--- config.mk ---
export PLATFORM = sky130hd
export DESIGN_NAME = iob_ram_t2p_fifo_ctrl
export DESIGN_NICKNAME = d
export VERILOG_FILES = /design/src/rtl/iob_ram_t2p_fifo_ctrl.sv
export SDC_FILE = /design/constraint.sdc
export NUM_CORES = 1
export LEC_CHECK = 0
export ABC_AREA = 1
export BUFFER_PORTS_ARGS = -buffer_cell sky130_fd_sc_hd__buf_2
export CAP_MARGIN = 20
export CORE_MARGIN = 2
export CORE_UTILIZATION = 38
export CTS_BUF_LIST = sky130_fd_sc_hd__clkbuf_4
export CTS_CLUSTER_DIAMETER = 80
export DETAILED_ROUTE_END_ITERATION = 10
export PLACE_DENSITY = 0.89
export SKIP_LAST_GASP = 1
export SLEW_MARGIN = 20
export SYNTH_ARGS = -nofsm -noshare
export SYNTH_HDL_FRONTEND = slang
export SYNTH_SLANG_ARGS = --single-unit
--- constraint.sdc ---
create_clock -name clk_i -period 2.54 [get_ports clk_i]
set_input_delay 0.381 -clock clk_i [delete_from_list [all_inputs] [get_ports clk_i]]
set_output_delay 0.381 -clock clk_i [all_outputs]
set_load 0.01 [all_outputs]
--- src/rtl/iob_ram_t2p_fifo_ctrl.sv ---
// Single-clock FIFO controller driving an external true-2-port RAM with a
// registered 1-cycle read port; owns pointers, level, flags and read-valid.
module iob_ram_t2p_fifo_ctrl #(
  parameter int DATA_W = 21,
  parameter int ADDR_W = 4
) (
  input  logic              clk_i,
  input  logic              arst_i,
  input  logic              rst_i,
  input  logic              w_en_i,
  input  logic [DATA_W-1:0] w_data_i,
  output logic              w_full_o,
  input  logic              r_en_i,
  output logic [DATA_W-1:0] r_data_o,
  output logic              r_valid_o,
  output logic              r_empty_o,
  output logic [ADDR_W:0]   level_o,
  output logic              ext_mem_w_en_o,
  output logic [ADDR_W-1:0] ext_mem_w_addr_o,
  output logic [DATA_W-1:0] ext_mem_w_data_o,
  output logic              ext_mem_r_en_o,
  output logic [ADDR_W-1:0] ext_mem_r_addr_o,
  input  logic [DATA_W-1:0] ext_mem_r_data_i
);

  localparam logic [ADDR_W:0] DEPTH = {1'b1, {ADDR_W{1'b0}}};

  logic [ADDR_W:0] wptr;
  logic [ADDR_W:0] rptr;
  logic [ADDR_W:0] level;
  logic [ADDR_W:0] level_nxt;
  logic            w_acc;
  logic            r_acc;

  // A request is taken in the cycle it is high and the matching flag
  // (full/empty, registered) is low; otherwise it is silently dropped.
  // Read data follows an accepted read by exactly one cycle, marked by r_valid_o.
  assign w_acc = w_en_i & ~w_full_o;
  assign r_acc = r_en_i & ~r_empty_o;

  assign ext_mem_w_en_o   = w_acc;
  assign ext_mem_w_addr_o = wptr[ADDR_W-1:0];
  assign ext_mem_w_data_o = w_data_i;
  assign ext_mem_r_en_o   = r_acc;
  assign ext_mem_r_addr_o = rptr[ADDR_W-1:0];

  assign r_data_o = ext_mem_r_data_i;
  assign level_o  = level;

  always_comb begin
    level_nxt = level + {{ADDR_W{1'b0}}, w_acc} - {{ADDR_W{1'b0}}, r_acc};
  end

  always_ff @(posedge clk_i or posedge arst_i) begin
    if (arst_i) begin
      wptr      <= '0;
      rptr      <= '0;
      level     <= '0;
      r_empty_o <= 1'b1;
      w_full_o  <= 1'b0;
      r_valid_o <= 1'b0;
    end else if (rst_i) begin
      wptr      <= '0;
      rptr      <= '0;
      level     <= '0;
      r_empty_o <= 1'b1;
      w_full_o  <= 1'b0;
      r_valid_o <= 1'b0;
    end else begin
      wptr      <= wptr + {{ADDR_W{1'b0}}, w_acc};
      rptr      <= rptr + {{ADDR_W{1'b0}}, r_acc};
      level     <= level_nxt;
      // Flags come from the next level so they are ready at the start of the next cycle.
      r_empty_o <= (level_nxt == '0);
      w_full_o  <= (level_nxt == DEPTH);
      r_valid_o <= r_acc;
    end
  end

endmodule

=== Word-level counts from Yosys, hierarchy flattened ===
Index checks and enable logic that the tools add are counted.

* Flip-flop bits (word level): 18
* Input port bits: 47
* Output and inout bits: 60
* Word-level logic and storage cells: 22

* $add $sub $neg: 4
* Equality and inequality tests: 1
* Muxes and demuxes: 6
* Bitwise operators: 4
* Reductions and logical operators: 1

{| class="wikitable"
|+ Operators by type and width
! operator !! count
|-
| $add 5x1->5 || 3
|-
| $mux 5 || 3
|-
| $eq 5x5->1 const B || 1
|-
| $logic_not 5->1 || 1
|-
| $sub 5x1->5 || 1
|-
| $mux 1 || 3
|-
| $and 1x1->1 || 2
|-
| $not 1->1 || 2
|}

=== Logic depth before layout (Yosys ltp) ===
Gate-level depths: netlist of the first run.

* Word-level depth: 6
* Depth in mapped cells: 13

=== Worst setup path after synthesis of the first run ===
Ideal clock, no wire load.

* Kind: reg-to-reg
* Start: register r_empty_o
* End: register w_full_o
* Library setup time: 0.069 ns
* Arrival time: 1.919 ns
* Path slack: 0.552 ns
* Cell stages (with the launch flop): 10
* Buffers on the path: 0
* Clock period less this slack: 1.988 ns
* Cells stage by stage: dfstp_2 nor2_1 o21ai_0 nand2_1 ha_1 fa_1 xor2_1 nor2_1 nand2_1 nor2_2

* Word-level cells in the longest chain between the ends: 5

{| class="wikitable"
|+ RTL lines
! element !! RTL line !! text
|-
| start, declared || 16 || <nowiki>output logic r_empty_o,</nowiki>
|-
| start signal, assigned || 74 || <nowiki>r_empty_o <= (level_nxt == '0);</nowiki>
|-
| $not 1->1 || 39 || <nowiki>assign r_acc = r_en_i & ~r_empty_o;</nowiki>
|-
| $and 1x1->1 || 39 ||
|-
| via ext_mem_r_en_o || 21 || <nowiki>output logic ext_mem_r_en_o,</nowiki>
|-
| $sub 5x1->5 || 51 || <nowiki>level_nxt = level + {{ADDR_W{1'b0}}, w_acc} - {{ADDR_W{1'b0}}, r_acc};</nowiki>
|-
| $eq 5x5->1 || 75 || <nowiki>w_full_o <= (level_nxt == DEPTH);</nowiki>
|-
| $mux 1 || 62 || <nowiki>end else if (rst_i) begin</nowiki>
|-
| end signal, assigned || 75 ||
|-
| end, declared || 12 || <nowiki>output logic w_full_o,</nowiki>
|}

The timed path passes the listed nets, and every way through them passes these cells.

=== Worst setup path in the final report of the first run ===
* Start: register w_full_o
* End: register w_full_o

* Word-level cells in the longest chain between the ends: 6

{| class="wikitable"
|+ RTL lines
! element !! RTL line !! text
|-
| $not 1->1 || 38 || <nowiki>assign w_acc = w_en_i & ~w_full_o;</nowiki>
|-
| $and 1x1->1 || 38 ||
|-
| $add 5x1->5 || 51 ||
|-
| $sub 5x1->5 || 51 ||
|-
| $eq 5x5->1 || 75 ||
|-
| $mux 1 || 62 ||
|}

Every way passes these cells.

==> impl_results.rst, run 1 <==
.. list-table::
   :header-rows: 1

   * - Metric
     - Value
   * - Largest stage delay, worst path
     - around 0.43 ns
   * - Unrepaired setup endpoints after global routing
     - false
   * - Average cell area after synthesis
     - approximately 8.4 um2
   * - Run status
     - finished, violations left
   * - Total wirelength of the detailed-routed design
     - about 1800 um
   * - Number of placed instances, taps included
     - approximately 150
   * - Critical Path Start Type
     - register
   * - Number of top-level pins
     - between 100 and 150
   * - Achievable clock frequency
     - 476 MHz
   * - Combined area of all synthesized cells
     - around 1100 um2
   * - Power density normalized to cell area
     - 977 nW/um2
   * - Critical path type
     - register to register
   * - Cell chain of the critical path
     - o21ai_0 -> nand2_1 -> ha_1 -> fa_1 -> xor2_1 -> nor2_1 -> nand2_1 -> nor2_2
   * - Total negative slack for setup checks
     - 0 ns
   * - Hold violation total from the final report
     - 0
   * - Sequential-to-total area share from yosys stat
     - about a third
   * - Maximum buffer depth of the clock tree
     - 2
   * - Failing checks
     - design-rule violations
   * - Chip Width
     - between 50 and 60 um
   * - Root buffer selected by CTS
     - clkbuf_4
   * - Peak fanout along the critical path
     - 3
   * - Clock slew at the register clock pins of the worst setup and hold paths
     - approximately 0.09 ns
   * - Met2 demand-to-capacity share in global routing
     - around 19%
   * - Leading cell type in the layout, fill and taps excluded
     - buf_2
   * - Clock skew after layout
     - between 0.004 and 0.005 ns
   * - Global Route met3 Usage
     - approximately 4.4%
   * - Vias in the first global route
     - just over 700
   * - Slew at the pin closest to its max-slew limit
     - around 0.59 ns
   * - Path class of the lowest-slack min-delay path
     - input port to asynchronous set/reset pin
   * - Cts bufs inserted
     - 3
   * - Routed vias
     - about 680
   * - Total routing usage reported by global routing
     - between 10% and 20%
   * - HPWL reported at the end of detailed placement
     - 1380 um
   * - Slew HR
     - around three fifths
   * - Minimum clock period
     - approximately 2.1 ns
   * - Fill cell total of the finished layout
     - around 300
   * - Filler-free cell count of the finished design
     - 150
   * - Share of post-route cells with drive strength above 1
     - 25.2%
   * - First DRT Iteration DRCs
     - 27
   * - Via count normalized by instance count
     - approximately 4.5
   * - Average wire per standard cell
     - 11.8 um
   * - Arrival time reported for the critical path endpoint
     - between 2 and 2.5 ns
   * - Total setup violations reported at the end of the flow
     - 0
   * - CP max stage cell
     - dfrtp_1
   * - Post-CTS Setup Bufs
     - 0
   * - Flop and latch count out of synthesis
     - 16
   * - Global-route met1 utilization
     - 13.6%
   * - Endpoint type of the worst setup path
     - register
   * - Total of hold buffers inserted after clock tree synthesis
     - 0
   * - Max-cap violation count
     - 0
   * - Flip-flop and latch area
     - 402 um2
   * - Critical Path Most Common Cell
     - nand2_1
   * - Quantity of I/O buffers inserted on ports
     - 22
   * - DIE HEIGHT
     - approximately 60 um
   * - Core region area
     - 2810 um2
   * - Std-Cell Rows
     - 19
   * - IR drop worst, VDD
     - roughly 0.22 mV
   * - Static leakage
     - about 0.0006 uW
   * - Multi-input gate area
     - about 340 um2
   * - Number of inserted diodes
     - 0
   * - CTS tree
     - yes
   * - Clock insertion delay at the later pin of the skew report
     - between 0.2 and 0.3 ns
   * - Number of distinct library cells after synthesis
     - 17
   * - Busiest layer in global routing
     - met2
   * - Effective utilization at floorplan
     - 40.7%
   * - Number of gates given a new drive strength after cts
     - 0
   * - Crit share post-route
     - 82.8%
   * - Area of the die
     - ~3500 um2
   * - DRT antenna net count
     - 0
   * - Buf+Inv Stages, Crit Path
     - 0
   * - Number of nets in the layout
     - roughly 180
   * - Number of sinks on the clock net
     - 16
   * - Req. time, crit path
     - 2.77 ns
   * - Residual overflow from global routing
     - 0
   * - Initial antenna violation count
     - 0
   * - Number of remaining DRC errors
     - 8
   * - Pins Over Slew Limit
     - 0
   * - Number of H-tree levels
     - 1
   * - Highest-count cells in the layout ignoring fill and taps
     - buf_2 (22), inv_1 (20), nor2_1 (15), dfrtp_1 (15), nand2_1 (13)
   * - Yosys Warn Count
     - 0
   * - First-pass GRT wire length
     - 3030 um
   * - Category of cells accounting for the largest share of critical-path delay
     - adder cells
   * - Largest net degree at the start of global routing
     - 17
   * - Area growth from synthesis to layout
     - -12.4%
   * - Total nets after synthesis
     - 192
   * - Final weighted congestion of routability-driven global placement
     - 0.838
   * - Drt first pass iters
     - 7
   * - Count of mapped cells out of synthesis
     - about 140
## cell families (layout without fill, tap and decap cells)
kind of cell	Yosys count	after routing	share of synthesized area, %
compound gates	6	6	2.96
xor+xnor	3	3	2.30
fa+ha+maj	9	9	10.5
buf+inv	63	46	34.6
flops	16	16	35.2
simple gates	39	39	14.4
## per-layer routing
layer / up-vias / part of all wire (%)
met4: 0 / 1.4
met2: 28 / 46
met5: - / 0
met1: 308 / 43
li1: 336 / -
met3: 6 / 9.4
## synth_stat cells
cell	n	area (um2)
nor2_1	15	56.3
nand2_1	13	48.8
buf_2	1	5.00
dfstp_2	1	26.3
inv_1	20	75.1
nand3_1	8	40.0
o21ai_0	3	15.0
xor2_1	3	26.3
nand2_2	1	6.26
fa_1	1	20.0
a21oi_1	2	10.0
ha_1	8	100
a21oi_2	1	8.76
dfrtp_1	15	375
nor2_2	1	6.26
nand4_1	1	6.26
buf_4	42	315
## sequential cells by signal, indices dropped and copies added (netlist names)
register   cells
r_valid_o      1
wptr           4
w_full_o       1
level_o        5
rptr           4
r_empty_o      1
## where the power goes
group,internal (uW),leakage (uW),switching (uW)
combinational,181,0.000371,297
clock,71.8,0.0000184,79.8
sequential,310,0.000212,36.8
total,563,0.000602,414
## metrics by stage
stage	hold slack, ns	total power (uW)	setup slack [ns]	utilization [%]	area, um2
2_1_floorplan	0.294	767	0.552	-	1140
3_3_place_gp	0.465	812	0.422	34.6	970
3_5_place_dp	0.474	833	0.350	34.6	970
4_1_cts	0.158	986	0.436	35.6	1000
5_1_grt	0.199	1080	0.308	35.6	1000
6_report	0.140	977	0.437	35.6	1000
## worst paths after layout
check | cells after the start | end | startpoint | slack [ns]
min | 2 | wptr[3] | arst_i | 0.14
min reg2reg | 1 | rptr[2] | rptr[2] | 0.50
max in group asynchronous | 2 | r_valid_o | arst_i | 2.02
max reg2reg | 8 | w_full_o | w_full_o | 0.44
max | 8 | w_full_o | w_full_o | 0.44
min in group clk_i | 2 | wptr[0] | rst_i | 0.42
## final cells by class
class / count / area share (%)
Clock buffer: 4 / 3.00
Inverter: 20 / 7.51
Timing Repair Buffer: 22 / 11.0
Sequential cell: 16 / 40.2
Tap cell: 31 / 3.88
Multi-Input combinational cell: 57 / 34.4
Power figures use the tool's default switching activity.
==> inputs of run 2 (changes only) <==
--- a/config.mk
+++ b/config.mk
@@ -9,11 +9,11 @@
 export BUFFER_PORTS_ARGS = -buffer_cell sky130_fd_sc_hd__buf_2
 export CAP_MARGIN = 20
 export CORE_MARGIN = 2
-export CORE_UTILIZATION = 38
+export CORE_UTILIZATION = 34
 export CTS_BUF_LIST = sky130_fd_sc_hd__clkbuf_4
 export CTS_CLUSTER_DIAMETER = 80
 export DETAILED_ROUTE_END_ITERATION = 10
-export PLACE_DENSITY = 0.89
+export PLACE_DENSITY = 0.84
 export SKIP_LAST_GASP = 1
 export SLEW_MARGIN = 20
 export SYNTH_ARGS = -nofsm -noshare
==> constraint.sdc (replaced) <==
create_clock -name clk_i -period 1.9 [get_ports clk_i]
set_input_delay 0.285 -clock clk_i [delete_from_list [all_inputs] [get_ports clk_i]]
set_output_delay 0.285 -clock clk_i [all_outputs]
set_load 0.01 [all_outputs]
==> run 2 against run 1 <==
Effect of this change:
- the run now ends clean
- fmax grew 13%
- register-to-register slack worse by 0.39 ns
- sequential share of layout area decreased by 4.0 points
- non-clock buffer count up 3
- worst setup slack lost 0.39 ns
- sequential power grew 35%
- combinational power rose by 75%
- first-iteration DRC count fell by 74%
- wire length grew 7.5%
==> impl_results.rst, run 2 (synthesis gave the netlist of run 1 again) <==
.. list-table::
   :header-rows: 1

   * - Metric
     - Value
   * - Number of inserted diodes
     - 0
   * - Number of H-tree levels
     - 1
   * - Max Used Layer
     - met4
   * - Setup ws final
     - roughly 0.046 ns
   * - Clock insertion delay at the later pin of the skew report
     - 0.28 ns
   * - Critical Path Most Common Cell
     - nand2_2
   * - Arrival time reported for the critical path endpoint
     - approximately 2.1 ns
   * - Routed wl met3
     - around 150 um
   * - Chip Width
     - between 60 and 70 um
   * - Std-Cell Rows
     - 21
   * - Filler-free cell count of the finished design
     - 168
   * - Portion of total power attributed to combinational logic
     - between 50% and 60%
   * - FF-to-FF Start
     - r_empty_o
   * - Proportion of power drawn by flip-flops and latches
     - between 30% and 40%
   * - Static leakage
     - ~0.00062 uW
   * - Total wirelength of the detailed-routed design
     - around 1900 um
   * - Slew at the pin closest to its max-slew limit
     - 0.612 ns
   * - Crit share post-route
     - a little over nine tenths
   * - Number of top-level pins
     - approximately 110
   * - Req. time, crit path
     - 2.13 ns
   * - Run status
     - finished clean
   * - Largest net degree at the start of global routing
     - 17
   * - Area of the die
     - between 3000 and 4000 um2
   * - Core region area
     - between 3000 and 4000 um2
   * - Routed wire length on met2
     - approximately 880 um
   * - IR drop worst, VDD
     - ~0.4 mV
   * - Effective utilization at floorplan
     - between 30% and 40%
   * - Critical Path Start Type
     - register
   * - Quantity of I/O buffers inserted on ports
     - 22
   * - Flip-flop count of the largest register, all copies and words added
     - 5
   * - Max-cap violation count
     - 0
   * - Residual overflow from global routing
     - 0
   * - Drt first pass iters
     - 3
   * - Number of remaining DRC errors
     - 0
   * - Cell area after layout
     - roughly 1100 um2
   * - HPWL reported at the end of detailed placement
     - roughly 1400 um
   * - Root buffer selected by CTS
     - clkbuf_4
   * - Initial antenna violation count
     - 0
   * - Switching part of the total
     - between 40% and 50%
   * - First-pass GRT wire length
     - 2930 um
   * - Cell chain of the critical path
     - nor2_4 -> inv_2 -> nand2_2 -> nand2_2 -> ha_4 -> fa_2 -> inv_2 -> nand2_2 -> nor2_4 -> nand2_2 -> nor2_2
   * - Area growth from synthesis to layout
     - -2.63%
   * - Leading cell type in the layout, fill and taps excluded
     - buf_2
   * - Clock slew at the register clock pins of the worst setup and hold paths
     - ~0.1 ns
   * - First DRT Iteration DRCs
     - 7
   * - Unrepaired setup endpoints after global routing
     - true
   * - Worst flop-to-flop path endpoint
     - w_full_o
   * - Maximum buffer depth of the clock tree
     - 2
   * - Total routing usage reported by global routing
     - between 10% and 20%
   * - Clock skew after layout
     - 0.0101 ns
   * - Routed vias
     - 699
   * - Achievable clock frequency
     - around 540 MHz
   * - Path class of the lowest-slack min-delay path
     - input port to asynchronous set/reset pin
   * - Vias in the first global route
     - 663
   * - Post-Place Worst Slack
     - -0.00249 ns
   * - Number of placed instances, taps included
     - roughly 160
   * - Final weighted congestion of routability-driven global placement
     - 0.764
   * - CTS tree
     - yes
   * - Worst Reg-to-Reg Cells
     - 11
   * - Cell internal power dissipation
     - 825 uW
   * - Largest stage delay, worst path
     - roughly 0.57 ns
   * - Cts bufs inserted
     - 3
   * - Hold violation total from the final report
     - 0
   * - CP max stage cell
     - dfstp_2
   * - Instance area at placement
     - around 1000 um2
   * - Share of post-route cells with drive strength above 1
     - between 40 and 50%
   * - DIE HEIGHT
     - between 60 and 70 um
   * - Clock network fraction of total power
     - 12.3%
   * - Via count normalized by instance count
     - approximately 4.2
   * - Highest-count cells in the layout ignoring fill and taps
     - buf_2 (22), inv_1 (18), dfrtp_1 (15), nor2_1 (12)
   * - DRT antenna net count
     - 0
   * - Power density normalized to cell area
     - about 1300 nW/um2
   * - Number of nets in the layout
     - between 150 and 200
   * - Psw
     - 667 uW
   * - Slew HR
     - 59.1%
   * - Minimum clock period
     - 1.85 ns
   * - Total setup violations reported at the end of the flow
     - 0
   * - Sum of routed wire segments on met1
     - ~840 um
   * - Slack of the worst reg-to-reg path
     - roughly 0.046 ns
   * - Endpoint type of the worst setup path
     - register
   * - Number of sinks on the clock net
     - 16
   * - Average wire per standard cell
     - approximately 11 um
   * - Final cell utilization of the core
     - between 30 and 40%
   * - Pins Over Slew Limit
     - 0
   * - Critical path type
     - register to register
   * - Peak fanout along the critical path
     - 3
[run 2: cell count changes in the layout (fill, tap and decap cells not counted), moves of 2 or more]
cell / before / now
nand2_1: 13 / 7
nand2_2: 1 / 7
buf_4: 0 / 3
nand3_1: 8 / 5
nand3_2: 0 / 3
nor2_1: 15 / 12
inv_1: 20 / 18
inv_2: 0 / 2
nor2_4: 0 / 2
[run 2: area by class of cell]
type                            count  area (um2)
Inverter                           20        75.1
Clock buffer                        3        22.5
Sequential cell                    16         402
Clock inverter                      1        3.75
Timing Repair Buffer               25         133
Fill cell                         347        2170
Multi-Input combinational cell     57         418
Tap cell                           46        57.6
[run 2: per-layer routing]
metal | track usage, % | vias to the layer above
met5 | 0 | -
met4 | 3.34 | 0
met3 | 6.00 | 10
met2 | 15.5 | 20
met1 | 12.6 | 323
li1 | - | 346
[run 2: power groups by stage]
stage | clock, uW | sequential [uW] | combinational [uW]
floorplan | 0 | 501 | 530
global placement | 0 | 469 | 652
detailed placement | 0 | 472 | 665
CTS | 193 | 465 | 675
global route | 204 | 481 | 959
finish | 183 | 469 | 839
[run 2: worst max-delay path by stage]
stage,start,to,slack [ns]
floorplan,r_empty_o,w_full_o,0.04
global placement,r_en_i,w_full_o,0.04
detailed placement,r_en_i,w_full_o,-0.002
CTS,r_empty_o,w_full_o,0.001
global route,r_empty_o,r_empty_o,-0.04
finish,r_empty_o,w_full_o,0.05
[run 2: through the flow]
step / power [uW] / setup TNS (ns) / hold slack [ns]
after floorplan: 1030 / 0 / 0.198
after global placement: 1120 / 0 / 0.384
after detailed placement: 1140 / -0.00249 / 0.402
after CTS: 1330 / 0 / 0.0936
after global routing: 1640 / -0.0570 / 0.0971
final: 1490 / 0 / 0.0543
[run 2: what timing repair did]
action,4_1_cts,5_1_grt
pin swaps,1,11
setup endpoints to repair,2,3
hold buffers,0,0
gates resized for setup,1,18
buffers inserted,0,0
[run 2: critical path, delay by kind of cell, from the launching register on]
kind | cells | cell delay (ns)
adder cells (fa/ha/maj) | 2 | 0.59
buffers and inverters | 2 | 0.14
flip-flops | 1 | 0.57
AND/OR/NAND/NOR | 7 | 0.51
==> inputs of run 3 (changes only) <==
--- a/config.mk
+++ b/config.mk
@@ -5,7 +5,6 @@
 export SDC_FILE = /design/constraint.sdc
 export NUM_CORES = 1
 export LEC_CHECK = 0
-export ABC_AREA = 1
 export BUFFER_PORTS_ARGS = -buffer_cell sky130_fd_sc_hd__buf_2
 export CAP_MARGIN = 20
 export CORE_MARGIN = 2
@@ -13,7 +12,7 @@
 export CTS_BUF_LIST = sky130_fd_sc_hd__clkbuf_4
 export CTS_CLUSTER_DIAMETER = 80
 export DETAILED_ROUTE_END_ITERATION = 10
-export PLACE_DENSITY = 0.84
+export PLACE_DENSITY = 0.85
 export SKIP_LAST_GASP = 1
 export SLEW_MARGIN = 20
 export SYNTH_ARGS = -nofsm -noshare
==> constraint.sdc (replaced) <==
create_clock -name clk_i -period 1.9 [get_ports clk_i]
set_input_delay 0.285 -clock clk_i [delete_from_list [all_inputs] [get_ports clk_i]]
set_output_delay 0.285 -clock clk_i [all_outputs]
set_load 0.02 [all_outputs]
==> run 3 against run 2 <==
Effect of this change:
- the run now ends with negative setup slack left
- via count shrank 8.6%
- critical path depth is 3 lower
- combinational power rose by 9.3%
- sequential share of layout area is 1.7 points higher
- wire length grew 3.5%
- fmax down 11%
- flip-flop and latch count is the same
- global-route usage rose by 0.68 points
- synthesized cell count fell by 18%
- clock skew shrank 0.0085 ns
- final area shrank 4.6%
- critical path type unchanged
- largest power group unchanged
==> impl_results.rst, run 3 <==
.. list-table::
   :header-rows: 1

   * - Metric
     - Value
   * - Run status
     - finished, violations left
   * - Failing checks
     - negative setup slack
   * - Final weighted congestion of routability-driven global placement
     - around 0.78
   * - Vias in the first global route
     - between 600 and 700
   * - Most instantiated cells after synthesis
     - buf_4 (42), dfrtp_1 (15), ha_1 (8), nor2_1 (8), nor2b_1 (8)
   * - Average cell area after synthesis
     - 9.95 um2
   * - Most used flip-flop cell after synthesis
     - dfrtp_1
   * - Largest net degree at the start of global routing
     - 17
   * - Max-cap violation count
     - 0
   * - Cell taking the most area after synthesis
     - dfrtp_1
   * - Number of flops mapped to enable cells by yosys
     - 0
   * - Top post-synthesis cells by area
     - dfrtp_1 (34%), buf_4 (29%), ha_1 (9.1%)
   * - First DRT Iteration DRCs
     - 26
   * - Worst Reg-to-Reg Cells
     - 8
   * - Clock skew after layout
     - approximately 0.0017 ns
   * - Multiplexer area fraction after synthesis
     - 0%
   * - Adder-Cell Fraction of Synth Area
     - 10.9%
   * - Clock slew at the register clock pins of the worst setup and hold paths
     - around 0.090 ns
   * - Number of H-tree levels
     - 1
   * - Synthesized-area fraction occupied by and/or/nand/nor cells
     - between 10% and 20%
   * - Sequential-to-total area share from yosys stat
     - a little over a third
   * - Cts bufs inserted
     - 3
   * - Residual overflow from global routing
     - 0
   * - Critical Path Start Type
     - register
   * - Core region area
     - 3080 um2
   * - Slew at the pin closest to its max-slew limit
     - about 0.61 ns
   * - Maximum buffer depth of the clock tree
     - 2
   * - Number of inserted diodes
     - 0
   * - Total negative slack for setup checks
     - -0.335 ns
   * - Most frequent cell after synthesis
     - buf_4
   * - Routed vias
     - roughly 640
   * - Hold violation total from the final report
     - 0
   * - Effective utilization at floorplan
     - between 30% and 40%
   * - Average wire per standard cell
     - ~13 um
   * - Static leakage
     - 0.000575 uW
   * - Slack of the worst reg-to-reg path
     - -0.18 ns
   * - Crit share post-route
     - 109%
   * - Filler-free cell count of the finished design
     - 146
   * - Total power
     - 1580 uW
   * - Endpoint type of the worst setup path
     - register
   * - Minimum clock period
     - roughly 2.1 ns
   * - Total nets after synthesis
     - 167
   * - Post-Place Worst Slack
     - -0.192 ns
   * - DIE HEIGHT
     - between 60 and 70 um
   * - Number of sinks on the clock net
     - 16
   * - Peak fanout along the critical path
     - 3
   * - Number of remaining DRC errors
     - 0
   * - Count of mapped cells out of synthesis
     - between 100 and 150
   * - Area share of the leading cell type in the synthesized netlist
     - between 30% and 40%
   * - Worst flop-to-flop path endpoint
     - w_full_o
   * - Yosys Warn Count
     - 0
   * - Area fraction in compound gates after synthesis
     - roughly 3.9%
   * - Number of placed instances, taps included
     - 140
   * - Largest stage delay, worst path
     - roughly 0.56 ns
   * - Area growth from synthesis to layout
     - -4.08%
   * - Slew HR
     - between 50% and 60%
   * - Pins Over Slew Limit
     - 0
   * - Highest-count cells in the layout ignoring fill and taps
     - buf_2 (22), dfrtp_1 (15), nor2_1 (8), buf_4 (8)
   * - Unrepaired setup endpoints after global routing
     - true
   * - CP max stage cell
     - dfstp_2
   * - Setup ws final
     - -0.177 ns
   * - Chip Width
     - approximately 60 um
   * - Path class of the lowest-slack min-delay path
     - input port to asynchronous set/reset pin
   * - Flop and latch count out of synthesis
     - 16
   * - Achievable clock frequency
     - 481 MHz
   * - Power density normalized to cell area
     - between 1000 and 1500 nW/um2
   * - Share of the synthesized netlist area taken by xor and xnor gates
     - a little over 7%
   * - Main combinational cell family by area after synthesis
     - buffers and inverters
   * - Proportion of synthesized flip-flops having asynchronous set or reset
     - 100%
   * - Leading cell type in the layout, fill and taps excluded
     - buf_2
   * - FF-to-FF Start
     - r_empty_o
   * - Clock insertion delay at the later pin of the skew report
     - 0.29 ns
   * - Total setup violations reported at the end of the flow
     - 3
   * - DRT antenna net count
     - 0
   * - Quantity of I/O buffers inserted on ports
     - 22
   * - Combined area of all synthesized cells
     - 1100 um2
   * - Flip-flop count of the largest register, all copies and words added
     - 5
   * - CTS tree
     - yes
   * - Std-Cell Rows
     - 20
   * - Number of distinct library cells after synthesis
     - 19
   * - HPWL reported at the end of detailed placement
     - roughly 1600 um
   * - Critical path type
     - register to register
   * - Root buffer selected by CTS
     - clkbuf_4
   * - Total of hold buffers inserted after clock tree synthesis
     - 0
   * - Cell chain of the critical path
     - nor2b_4 -> xnor2_1 -> ha_2 -> fa_2 -> a21o_1 -> a21oi_2 -> xnor2_2 -> nor4bb_1
   * - Total wirelength of the detailed-routed design
     - between 1500 and 2000 um
   * - Number of nets in the layout
     - ~160
   * - First-pass GRT wire length
     - approximately 2900 um
   * - IR drop worst, VDD
     - 0.359 mV
   * - Area of the die
     - between 3000 and 4000 um2
   * - Initial antenna violation count
     - 0
   * - Drt first pass iters
     - 4
   * - Req. time, crit path
     - about 2.1 ns
   * - Via count normalized by instance count
     - around 4.4
   * - Total routing usage reported by global routing
     - ~11%
   * - Number of top-level pins
     - 107
   * - Arrival time reported for the critical path endpoint
     - about 2.3 ns
   * - Share of post-route cells with drive strength above 1
     - roughly two fifths
-- run 3: what timing repair did --
| item | 4_1_cts | 5_1_grt |
|---|---|---|
| resized for setup | 1 | 1 |
| pin swaps | 5 | 2 |
| endpoints found under the setup margin | 4 | 5 |
| setup buffers | 2 | 0 |
-- run 3: per-layer routing --
layer | global-route usage (%) | wire, um | share of wire (%) | vias to the layer above
met4 | 5.90 | 35 | 1.8 | 0
met3 | 6.18 | 282 | 14 | 8
met5 | 0 | 0 | 0 | -
met2 | 18.6 | 965 | 49 | 50
li1 | - | - | - | 288
met1 | 10.8 | 685 | 35 | 293
-- run 3: worst max-delay path, delay by kind of cell, from the launching register on --
kind	cells	cell delay [ns]
compound gates	2	0.35
fa+ha+maj	2	0.53
simple gates	2	0.32
flops	1	0.56
xor+xnor	2	0.22
-- run 3: layout make-up --
class	count	area (um2)
clock buffer	3	22.5
sequential	16	402
multi-input combinational	46	384
tap	44	55.1
timing repair buffer	30	170
clock inverter	1	3.75
inverter	6	22.5
fill	327	2020
-- run 3: per-stage QoR --
step                utilization [%]  cell area (um2)  hold WS [ns]
floorplan                         -             1120         0.198
global placement               32.8             1010         0.371
detailed placement             32.8             1010         0.387
CTS                            34.3             1060        0.0636
global route                   34.4             1060         0.120
finish                         34.4             1060        0.0522
-- run 3: worst max path at each step --
| stage | start | to | slack [ns] |
|---|---|---|---|
| after floorplan | r_empty_o | w_full_o | -0.18 |
| after global placement | r_empty_o | w_full_o | -0.1 |
| after detailed placement | r_empty_o | w_full_o | -0.19 |
| after CTS | r_empty_o | w_full_o | -0.17 |
| after global routing | r_empty_o | w_full_o | -0.27 |
| final | r_empty_o | w_full_o | -0.18 |
-- run 3: kinds of logic after synthesis --
group | Yosys count
xor gates and xnor gates | 9
buffers and inverters | 49
AOI/OAI and AO/OA | 5
DFF | 16
and+or+nand+nor | 23
adders and majority gates | 9
-- run 3: where the power goes --
group	switching (uW)	total [uW]	internal [uW]	leakage (uW)
sequential	54.9	482	427	0.000213
combinational	473	917	444	0.000347
clock	106	182	76.4	0.0000154
total	634	1580	947	0.000575
